[src/rtl/reverb_pkg.sv]
// reverb_pkg: constants, address map, FSM state type and word type shared
// by the reverberator parameter path.
//
// Build-time macros:
//   FIXED_POINT            - fractional bits of a parameter word (default 8)
//   MAX_FILTER_FIFO_LENGTH - longest delay FIFO in the core (default 4096)
//   REVERB_PARAM_RAMP_EN   - enables gain slewing in reverb_param_loader

`ifndef FIXED_POINT
`define FIXED_POINT 8
`endif

`ifndef MAX_FILTER_FIFO_LENGTH
`define MAX_FILTER_FIFO_LENGTH 4096
`endif

package reverb_pkg;

    localparam int NCOMB = 4;
    localparam int NALLP = 2;
    localparam int NTAU  = 6;
    localparam int NGAIN = 7;

    localparam int FRAC_W = `FIXED_POINT;
    localparam int INT_W  = 24;
    localparam int WORD_W = INT_W + FRAC_W;

    // Control-path address map: taus first, then gains; the rest is invalid.
    localparam logic [3:0] TAU_BASE  = 4'd0;
    localparam logic [3:0] GAIN_BASE = 4'd6;
    localparam logic [3:0] ADDR_LAST = 4'd12;

    typedef enum logic [1:0] {
        ST_IDLE    = 2'd0,
        ST_PENDING = 2'd1,
        ST_APPLY   = 2'd2
    } param_state_t;

    typedef logic signed [WORD_W-1:0] word_t;

endpackage

[src/rtl/reverb_param_loader_gain_slew.sv]
// gain_slew: one slewed gain output. Holds a target and a current value;
// on every sample tick the value moves toward the target by at most STEP
// LSBs and lands exactly on it. Only present in REVERB_PARAM_RAMP_EN builds.
//
// Ports:
//   clk, rstn     - clock, asynchronous active-low reset
//   sample_tick   - sample boundary pulse; one step per tick
//   load          - capture target_in as the new target
//   target_in     - new target (signed fixed point)
//   value         - current slewed gain
//   settled       - value equals target

`ifdef REVERB_PARAM_RAMP_EN
module gain_slew #(
    parameter int WORD = 32,
    parameter int STEP = 1
) (
    input  logic            clk,
    input  logic            rstn,
    input  logic            sample_tick,
    input  logic            load,
    input  logic [WORD-1:0] target_in,
    output logic [WORD-1:0] value,
    output logic            settled
);

    localparam logic signed [WORD:0]   STEP_W = (WORD+1)'(STEP);
    localparam logic signed [WORD-1:0] STEP_V = WORD'(STEP);

    logic signed [WORD-1:0] target_q;
    logic signed [WORD-1:0] value_q;
    logic signed [WORD:0]   diff;
    logic signed [WORD-1:0] value_nx;

    // One extra bit so the distance between two full-range words cannot wrap.
    assign diff = {target_q[WORD-1], target_q} - {value_q[WORD-1], value_q};

    always_comb begin
        value_nx = target_q;
        if (diff > STEP_W)
            value_nx = value_q + STEP_V;
        else if (diff < -STEP_W)
            value_nx = value_q - STEP_V;
    end

    always_ff @(posedge clk or negedge rstn) begin
        if (!rstn) begin
            target_q <= '0;
            value_q  <= '0;
        end else begin
            if (load)
                target_q <= $signed(target_in);
            if (sample_tick)
                value_q <= value_nx;
        end
    end

    assign value   = value_q;
    assign settled = (value_q == target_q);

endmodule
`endif

[src/rtl/reverb_param_loader.sv]
// reverb_param_loader: collects addressed tau/gain writes into shadow
// registers (clamped on entry) and, on commit, transfers the whole set to
// the active outputs at the next sample boundary so the filters never see a
// half-updated set.
//
// Ports:
//   clk, rstn    - clock, asynchronous active-low reset
//   sample_tick  - one-cycle sample boundary pulse
//   wr_valid/wr_ready, wr_addr, wr_data - write channel (0-5 tau, 6-12 gain)
//   commit       - request shadow -> active transfer
//   tau, gain    - active parameter sets
//   busy         - commit pending or gain still slewing
//   commit_done  - pulse on the apply cycle
//   err          - sticky [0] invalid address, [1] value clamped
//
// Optional feature: define REVERB_PARAM_RAMP_EN to slew gains by RAMP_STEP
// per sample tick instead of switching them at apply.

module reverb_param_loader
    import reverb_pkg::*;
#(
    parameter int WIDTH     = 24,
    parameter int MAXDELAY  = `MAX_FILTER_FIFO_LENGTH,
    parameter int RAMP_STEP = 1
) (
    input  logic                             clk,
    input  logic                             rstn,
    input  logic                             sample_tick,
    input  logic                             wr_valid,
    output logic                             wr_ready,
    input  logic [3:0]                       wr_addr,
    input  logic [WIDTH+`FIXED_POINT-1:0]    wr_data,
    input  logic                             commit,
    output logic [0:NTAU-1][WIDTH+`FIXED_POINT-1:0]  tau,
    output logic [0:NGAIN-1][WIDTH+`FIXED_POINT-1:0] gain,
    output logic                             busy,
    output logic                             commit_done,
    output logic [1:0]                       err
);

    localparam int WORD = WIDTH + `FIXED_POINT;

    localparam logic signed [WORD-1:0] TAU_MIN  = WORD'(1);
    localparam logic signed [WORD-1:0] TAU_MAX  = WORD'(MAXDELAY - 1);
    localparam logic signed [WORD-1:0] GAIN_MAX = WORD'((1 << `FIXED_POINT) - 1);
    localparam logic signed [WORD-1:0] GAIN_MIN = -GAIN_MAX;

    if (RAMP_STEP < 1 || MAXDELAY < 2) begin : g_param_check
        $error("reverb_param_loader: RAMP_STEP must be >= 1 and MAXDELAY >= 2");
    end

    function automatic logic signed [WORD-1:0] sat(
        input logic signed [WORD-1:0] v,
        input logic signed [WORD-1:0] lo,
        input logic signed [WORD-1:0] hi
    );
        if (v < lo) return lo;
        if (v > hi) return hi;
        return v;
    endfunction

    param_state_t state;

    logic signed [WORD-1:0] sh_tau  [NTAU];
    logic signed [WORD-1:0] sh_gain [NGAIN];

    logic                   wr_fire;
    logic                   is_tau;
    logic                   is_gain;
    logic [2:0]             tau_idx;
    logic [2:0]             gain_idx;
    logic signed [WORD-1:0] din;
    logic signed [WORD-1:0] tau_val;
    logic signed [WORD-1:0] gain_val;
    logic                   apply;
    logic                   slewing;

    assign wr_fire  = wr_valid && wr_ready;
    assign is_tau   = (wr_addr < GAIN_BASE);
    assign is_gain  = (wr_addr >= GAIN_BASE) && (wr_addr <= ADDR_LAST);
    assign tau_idx  = 3'(wr_addr - TAU_BASE);
    assign gain_idx = 3'(wr_addr - GAIN_BASE);
    assign din      = $signed(wr_data);
    assign tau_val  = sat(din, TAU_MIN, TAU_MAX);
    assign gain_val = sat(din, GAIN_MIN, GAIN_MAX);
    assign apply    = (state == ST_APPLY);

    // Shadow registers and sticky error flags. Writes are only accepted in
    // IDLE, so the shadow set is frozen while a commit is in flight.
    always_ff @(posedge clk or negedge rstn) begin
        if (!rstn) begin
            for (int i = 0; i < NTAU; i++)  sh_tau[i]  <= TAU_MIN;
            for (int i = 0; i < NGAIN; i++) sh_gain[i] <= '0;
            err <= 2'b00;
        end else if (wr_fire) begin
            if (is_tau) begin
                sh_tau[tau_idx] <= tau_val;
                if (tau_val != din) err[1] <= 1'b1;
            end else if (is_gain) begin
                sh_gain[gain_idx] <= gain_val;
                if (gain_val != din) err[1] <= 1'b1;
            end else begin
                err[0] <= 1'b1;
            end
        end
    end

    // Commit sequencer: IDLE -> PENDING on commit, PENDING -> APPLY on the
    // next tick seen while pending, APPLY lasts one cycle.
    always_ff @(posedge clk or negedge rstn) begin
        if (!rstn) begin
            state       <= ST_IDLE;
            wr_ready    <= 1'b1;
            commit_done <= 1'b0;
        end else begin
            case (state)
                ST_IDLE: begin
                    if (commit) begin
                        state    <= ST_PENDING;
                        wr_ready <= 1'b0;
                    end
                end
                ST_PENDING: begin
                    if (sample_tick) begin
                        state       <= ST_APPLY;
                        commit_done <= 1'b1;
                    end
                end
                ST_APPLY: begin
                    state       <= ST_IDLE;
                    wr_ready    <= 1'b1;
                    commit_done <= 1'b0;
                end
                default: begin
                    state       <= ST_IDLE;
                    wr_ready    <= 1'b1;
                    commit_done <= 1'b0;
                end
            endcase
        end
    end

    // Active delays always switch on the apply cycle.
    always_ff @(posedge clk or negedge rstn) begin
        if (!rstn) begin
            for (int i = 0; i < NTAU; i++) tau[i] <= WORD'(1);
        end else if (apply) begin
            for (int i = 0; i < NTAU; i++) tau[i] <= sh_tau[i];
        end
    end

`ifdef REVERB_PARAM_RAMP_EN
    logic [NGAIN-1:0] settled;

    for (genvar g = 0; g < NGAIN; g++) begin : g_slew
        gain_slew #(
            .WORD (WORD),
            .STEP (RAMP_STEP)
        ) u_slew (
            .clk         (clk),
            .rstn        (rstn),
            .sample_tick (sample_tick),
            .load        (apply),
            .target_in   (sh_gain[g]),
            .value       (gain[g]),
            .settled     (settled[g])
        );
    end

    assign slewing = ~&settled;
`else
    always_ff @(posedge clk or negedge rstn) begin
        if (!rstn) begin
            for (int i = 0; i < NGAIN; i++) gain[i] <= '0;
        end else if (apply) begin
            for (int i = 0; i < NGAIN; i++) gain[i] <= sh_gain[i];
        end
    end

    assign slewing = 1'b0;
`endif

    // Decoded from registers only, so no input reaches busy combinationally.
    assign busy = (state != ST_IDLE) || slewing;

endmodule
[config.mk]
export PLATFORM = sky130hd
export DESIGN_NAME = reverb_param_loader
export DESIGN_NICKNAME = d
export VERILOG_FILES = /design/src/rtl/reverb_pkg.sv /design/src/rtl/reverb_param_loader_gain_slew.sv /design/src/rtl/reverb_param_loader.sv
export SDC_FILE = /design/constraint.sdc
export NUM_CORES = 1
export LEC_CHECK = 0
export ABC_AREA = 0
export CELL_PAD_IN_SITES_DETAIL_PLACEMENT = 1
export CELL_PAD_IN_SITES_GLOBAL_PLACEMENT = 1
export CORE_MARGIN = 5
export CORE_UTILIZATION = 44
export CTS_CLUSTER_DIAMETER = 40
export DETAILED_ROUTE_END_ITERATION = 16
export MAX_ROUTING_LAYER = met4
export PLACE_DENSITY = 0.87
export SKIP_LAST_GASP = 1
export SLEW_MARGIN = 10
export SYNTH_ARGS = -nofsm -noshare
export SYNTH_HDL_FRONTEND = slang
export SYNTH_SLANG_ARGS = --single-unit
export TNS_END_PERCENT = 50
[constraint.sdc]
create_clock -name clk -period 2.1 [get_ports clk]
set_clock_uncertainty 0.15 [all_clocks]
set_input_delay 0.42 -clock clk [delete_from_list [all_inputs] [get_ports clk]]
set_output_delay 0.42 -clock clk [all_outputs]
set_load 0.02 [all_outputs]
; After elaboration in Yosys (flattened, before gate mapping)
; Index checks and enable logic that the tools add are counted.
[op_classes]
n_addsub = 1
n_lt_le_gt_ge = 11
eq_ne = 7
n_mux = 31
n_bitwise = 6
n_reduce_logical = 15
[ops]
columns = operator, count
row1 = $mux 32, 10
row2 = $bwmux 224, 1
row3 = $bwmux 192, 1
row4 = $demux 32 s3, 2
row5 = $ne 32x32->1, 2
row6 = $gt 32x13->1 const B, 1
row7 = $gt 32x9->1 const B, 1
row8 = $lt 32x2->1 const B, 1
row9 = $lt 32x9->1 const B, 1
row10 = $mux 1, 12
row11 = $ge 4x4->1 const B, 2
row12 = $lt 4x1->1 const B, 2
row13 = $not 3->4, 2
row14 = $reduce_and 2->1, 4
row15 = $reduce_and 3->1, 2
row16 = $reduce_bool 2->1, 3
row17 = $ge 4x3->1 const B, 1
row18 = $le 4x4->1 const B, 1
row19 = $logic_and 1x1->1, 4
row20 = $lt 4x3->1 const B, 1
row21 = $mux 2, 2
row22 = $ne 2x2->1 const B, 2
row23 = $not 1->1, 4
row24 = $pmux 1 s2, 2
row25 = other kinds (7), 7
[totals]
regBits = 838
wordCells = 102

; Depth between registers and ports, before layout
[depth]
depth_word = 9
depth_mapped = 7
ltp_nobuf = 5

; Least setup slack after synthesis
; No wires, ideal clock.
[synth_path]
path_kind = input-to-reg
from = input wr_data[27]
to = register err[1]
setup_ns = 0.127
arrival_ns = 1.808
t_required_ns = 1.823
slack_ns = 0.015
path_stages = 5
path_cell_list = or4_1 nor2_2 nand2_2 o311a_1 a311o_1
[synth_via]
elab_chain_len = 8
word_cells_on_any_way = 21
cone_classes = order compare: 4 / eq/ne: 3 / mux: 12 / reduce/logical: 2
[synth_rtl]
columns = item, line_no
row1 = "start, declared", reverb_param_loader.sv:32  ; input logic [WIDTH+`FIXED_POINT-1:0] wr_data,
row2 = $gt 32x13->1 or $gt 32x9->1 (tied branches), reverb_param_loader.sv:58  ; if (v > hi) return hi;
row3 = $mux 1 (2 in series), reverb_param_loader.sv:58
row4 = $mux 32, reverb_param_loader.sv:59  ; return v;
row5 = $mux 32, reverb_param_loader.sv:58
row6 = $ne 32x32->1 (on tied branches), "reverb_param_loader.sv:98, reverb_param_loader.sv:101"
row7 = $ne 2x1->1 (no source line) or $reduce_bool 2->1 (tied branches), --
row8 = $reduce_and 4->1 (no source line) *, --
row9 = "end signal, assigned", reverb_param_loader.sv:94  ; err <= 2'b00;
row10 = "end signal, assigned", reverb_param_loader.sv:98  ; if (tau_val != din) err[1] <= 1'b1;
row11 = "end signal, assigned", reverb_param_loader.sv:101  ; if (gain_val != din) err[1] <= 1'b1;
row12 = "end, declared", reverb_param_loader.sv:38  ; output logic [1:0] err
; Every way passes the cells marked *; elsewhere a longest branch is shown, timed or not. The select of a mux whose other input is x is not followed.
; A chain may end at the register's enable or synchronous reset.

; Worst setup path in the final report
[layout_path]
from = register state[1]
to = output busy
[layout_via]
elab_chain_len = 1
[layout_rtl]
columns = item, line_no
row1 = "start, declared", reverb_param_loader.sv:62  ; param_state_t state;
row2 = "start signal, assigned", reverb_param_loader.sv:112  ; state <= ST_IDLE;
row3 = "start signal, assigned", reverb_param_loader.sv:119  ; state <= ST_PENDING;
row4 = "start signal, assigned", reverb_param_loader.sv:125  ; state <= ST_APPLY;
row5 = $reduce_bool 2->1, reverb_param_loader.sv:184  ; assign busy = (state != ST_IDLE) || slewing;
row6 = "end, declared", reverb_param_loader.sv:36  ; output logic busy,
; Every way passes these cells.

==> flow_metrics.env <==
export IMPL_die_wd_um=271.0
export IMPL_synth_edf_count=0
export IMPL_max_slew_worst_pin_slew_ns=0.5374
export IMPL_final_critical_path_setup_slack_ns=-0.1699
export IMPL_tritoncts="done"
export IMPL_clk_latency_ns=0.67
export IMPL_worst_setup_path_startpoint="state[1]"
export IMPL_finish_net_count=2678
export IMPL_report_power_total_uw=56170
export IMPL_timing_final_crit_share=1.081
export IMPL_clkSlewWorstSetupHoldPaths_ns=0.06
export IMPL_grt_pass1_vias=22737
export IMPL_timing_final_crit_period_ns=2.270
export IMPL_clk_root_buffer_cell="sky130_fd_sc_hd__clkbuf_16"
export IMPL_most_numerous_cell_types_in_the_synthesized_netlist="sky130_fd_sc_hd__dfrtp_1 (825), sky130_fd_sc_hd__mux2_2 (416), sky130_fd_sc_hd__a21o_1 (169)"
export IMPL_initial_core_util=0.4448
export IMPL_critPathTopFamily="flip-flops"
export IMPL_drv_slew=0
export IMPL_yosysMostFrequentCell="sky130_fd_sc_hd__dfrtp_1"
export IMPL_drtAntennaViolNets=0
export IMPL_slew_limit_headroom=0.6417
export IMPL_grt_usage=0.2785
export IMPL_critPathCaptureType="output pin"
export IMPL_drt_iter0_markers=1050
export IMPL_arr_time_crit_path_ns=1.70
export IMPL_htree_num_levels=3
export IMPL_cp_data_required_time_ns=1.53
export IMPL_critical_path_cell_chain="or2_2 > clkdlybuf4s15_2"
export IMPL_setup_viol=136
export IMPL_synth_fp_nets=2076
export IMPL_grt_antenna_before_repair=5
export IMPL_synth_async_sr_flop_share=1.000
export IMPL_final_hold_viol_count=0
export IMPL_final_area_um2=41110
export IMPL_grt_pass1_wl_mm=152.7
export IMPL_postSynthCellCount=2035
export IMPL_critical_path_n_buffers_inverters=1
export IMPL_totalWireLength_mm=101.5
export IMPL_multiInputGateArea_um2=8640
export IMPL_detail_route_drc_violations=0
export IMPL_drt_pass1_iter_count=5
export IMPL_timing_max_cap_violations=0
export IMPL_timing_fmax_mhz=440.5
export IMPL_buffer_levels_on_the_longest_clock_path=3
export IMPL_netlist_area_um2=29980
export IMPL_synth_avg_cell_area_um2=14.73
export IMPL_numPortBuffers=461
export IMPL_cts_inserted_buffers=113
export IMPL_clkSinkCount=838
export IMPL_routed_via_density=5.427
export IMPL_final_layout_size_suffix_gt1_frac=0.3000
export IMPL_count_of_vias_placed_by_the_detailed_router=19617
export IMPL_portion_of_the_post_synthesis_area_used_by_sequential_elements=0.7001
export IMPL_worst_slack_placed_ns=-0.9985
export IMPL_vdd_drop_max_v=0.001016
export IMPL_layout_area_overhead_vs_synth_pct=37.15
export IMPL_post_route_util=0.6100
export IMPL_ys_warn_count=0
export IMPL_postSynth_topFlopCell="sky130_fd_sc_hd__dfrtp_1"
export IMPL_worstSetupPathType="reg2out"
export IMPL_failed_checks="negative setup slack"
export IMPL_cellLeakagePower_uw=0.02382
export IMPL_post_drt_wl_per_cell_um=28.07
export IMPL_boundaryPins=462
export IMPL_total_congestion_overflow=0
export IMPL_cpMaxStageDelayCell="sky130_fd_sc_hd__dfrtp_1"
export IMPL_path_max_fanout=4
export IMPL_netlist_area_leader_share=0.6887
export IMPL_slowest_delay_ns=0.41
export IMPL_globalplace_congestion=0.8439
export IMPL_hold_slack_ns=0.1276
export IMPL_timing_rr_start="wr_ready"
export IMPL_synthDominantAreaCellType="sky130_fd_sc_hd__dfrtp_1"
export IMPL_unrepaired_setup_endpoints_after_global_routing="yes"
export IMPL_post_dp_cell_area_um2=36790
export IMPL_cp_start_kind="flip-flop"
export IMPL_postSynthRegisterBits=838
export IMPL_grt_max_degree=97
export IMPL_outcome="finished, violations left"
export IMPL_final_fill_count=6227
export IMPL_synth_area_top_cells="sky130_fd_sc_hd__dfrtp_1 (69%), sky130_fd_sc_hd__mux2_2 (16%), sky130_fd_sc_hd__a21o_1 (4.2%), sky130_fd_sc_hd__and2_1 (2.5%), sky130_fd_sc_hd__o21ai_0 (1.9%)"
export IMPL_timing_hold_worst_class="in2async"
export IMPL_placementRows=95
export IMPL_power_density_nw_per_um2=1366
export IMPL_dp_hpwl_mm=61.88
export IMPL_netlist_cell_type_count=37
export IMPL_register_area_um2=20990
export IMPL_fp_dieArea_um2=73450
export IMPL_fp_dieH_um=271.0
export IMPL_core_area_um2=67400
state kept, by name, summed over array words and instances, names as in the netlist:
signal,count
sh_tau,192
tau,192
sh_gain,224
gain,224
state,2
commit_done,1
wr_ready,1
err,2
layout make-up:
class	count	area share
multi-input cells	1068	0.2101
flip-flops and latches	838	0.5105
clock buffers	144	0.07633
inverters	8	0.0007304
clock inverters	71	0.02063
diodes	5	0.0003043
repair buffers	608	0.1548
well taps	873	0.02657
kinds of logic after synthesis:
logic type	Yosys count	synth area share
multiplexers	416	0.1563
AO/OA/AOI/OAI	313	0.06904
AND/OR/NAND/NOR	339	0.05697
buffers and inverters	129	0.01761
flip-flops	838	0.7001
placed cells by master, fill, tap and decap left out, types with 10 or more instances in the layout:
cell,count
sky130_fd_sc_hd__nand2_1,135
sky130_fd_sc_hd__bufinv_16,12
sky130_fd_sc_hd__nor2_1,27
sky130_fd_sc_hd__clkinv_2,17
sky130_fd_sc_hd__buf_4,101
sky130_fd_sc_hd__o21ai_0,113
sky130_fd_sc_hd__dfrtp_1,825
sky130_fd_sc_hd__clkdlybuf4s50_1,95
sky130_fd_sc_hd__clkbuf_1,15
sky130_fd_sc_hd__clkbuf_16,116
sky130_fd_sc_hd__clkinv_4,11
sky130_fd_sc_hd__buf_12,44
sky130_fd_sc_hd__dlymetal6s2s_1,140
sky130_fd_sc_hd__dlygate4sd2_1,215
sky130_fd_sc_hd__clkbuf_8,13
sky130_fd_sc_hd__a21o_1,169
sky130_fd_sc_hd__mux2_2,416
sky130_fd_sc_hd__dfstp_2,13
sky130_fd_sc_hd__clkinvlp_4,10
sky130_fd_sc_hd__and2_1,120
sky130_fd_sc_hd__o21ai_1,14
sky130_fd_sc_hd__inv_6,11
worst paths after layout:
check | depth (start not counted) | end | slack [ns]
worst max-delay path | 2 | busy | -0.17
max in group asynchronous | 4 | tau[64] | 0.77
worst max register to register | 5 | sh_tau[100] | -0.06
worst min-delay path | 2 | sh_tau[9] | 0.13
worst min register to register | 1 | sh_gain[14] | 0.32
min in group clk | 3 | state[1] | 0.24
per-stage QoR:
stage,TNS [ns],instances
6_report,-7.896,3615
5_1_grt,-13.22,3615
4_1_cts,-31.82,3606
3_5_place_dp,-154.10,3389
3_3_place_gp,-134.43,3389
2_1_floorplan,0,2035
layer usage:
layer  global-route usage  vias up  part of all wire
li1                     -     8204                 -
met1               0.3159    10549              0.37
met2               0.4846      664              0.53
met3              0.07806      200             0.070
met4              0.08047        0             0.031
met5                    -        -                 0
power by group:
group          total (uW)  leakage (uW)  switching, uW  internal, uW
clock network       20100       0.00194           7880         12200
logic               12700        0.0107           6960          5710
registers           23400        0.0112           3070         20300
repair_timing:
item,CTS,global route
gates resized for setup,275,149
buffers inserted,2,4
gates cloned,0,0
endpoints found under the hold margin,351,0
setup endpoints to repair,520,332
pin swaps,7,4
hold buffers,1,0
Power figures use the tool's default switching activity.
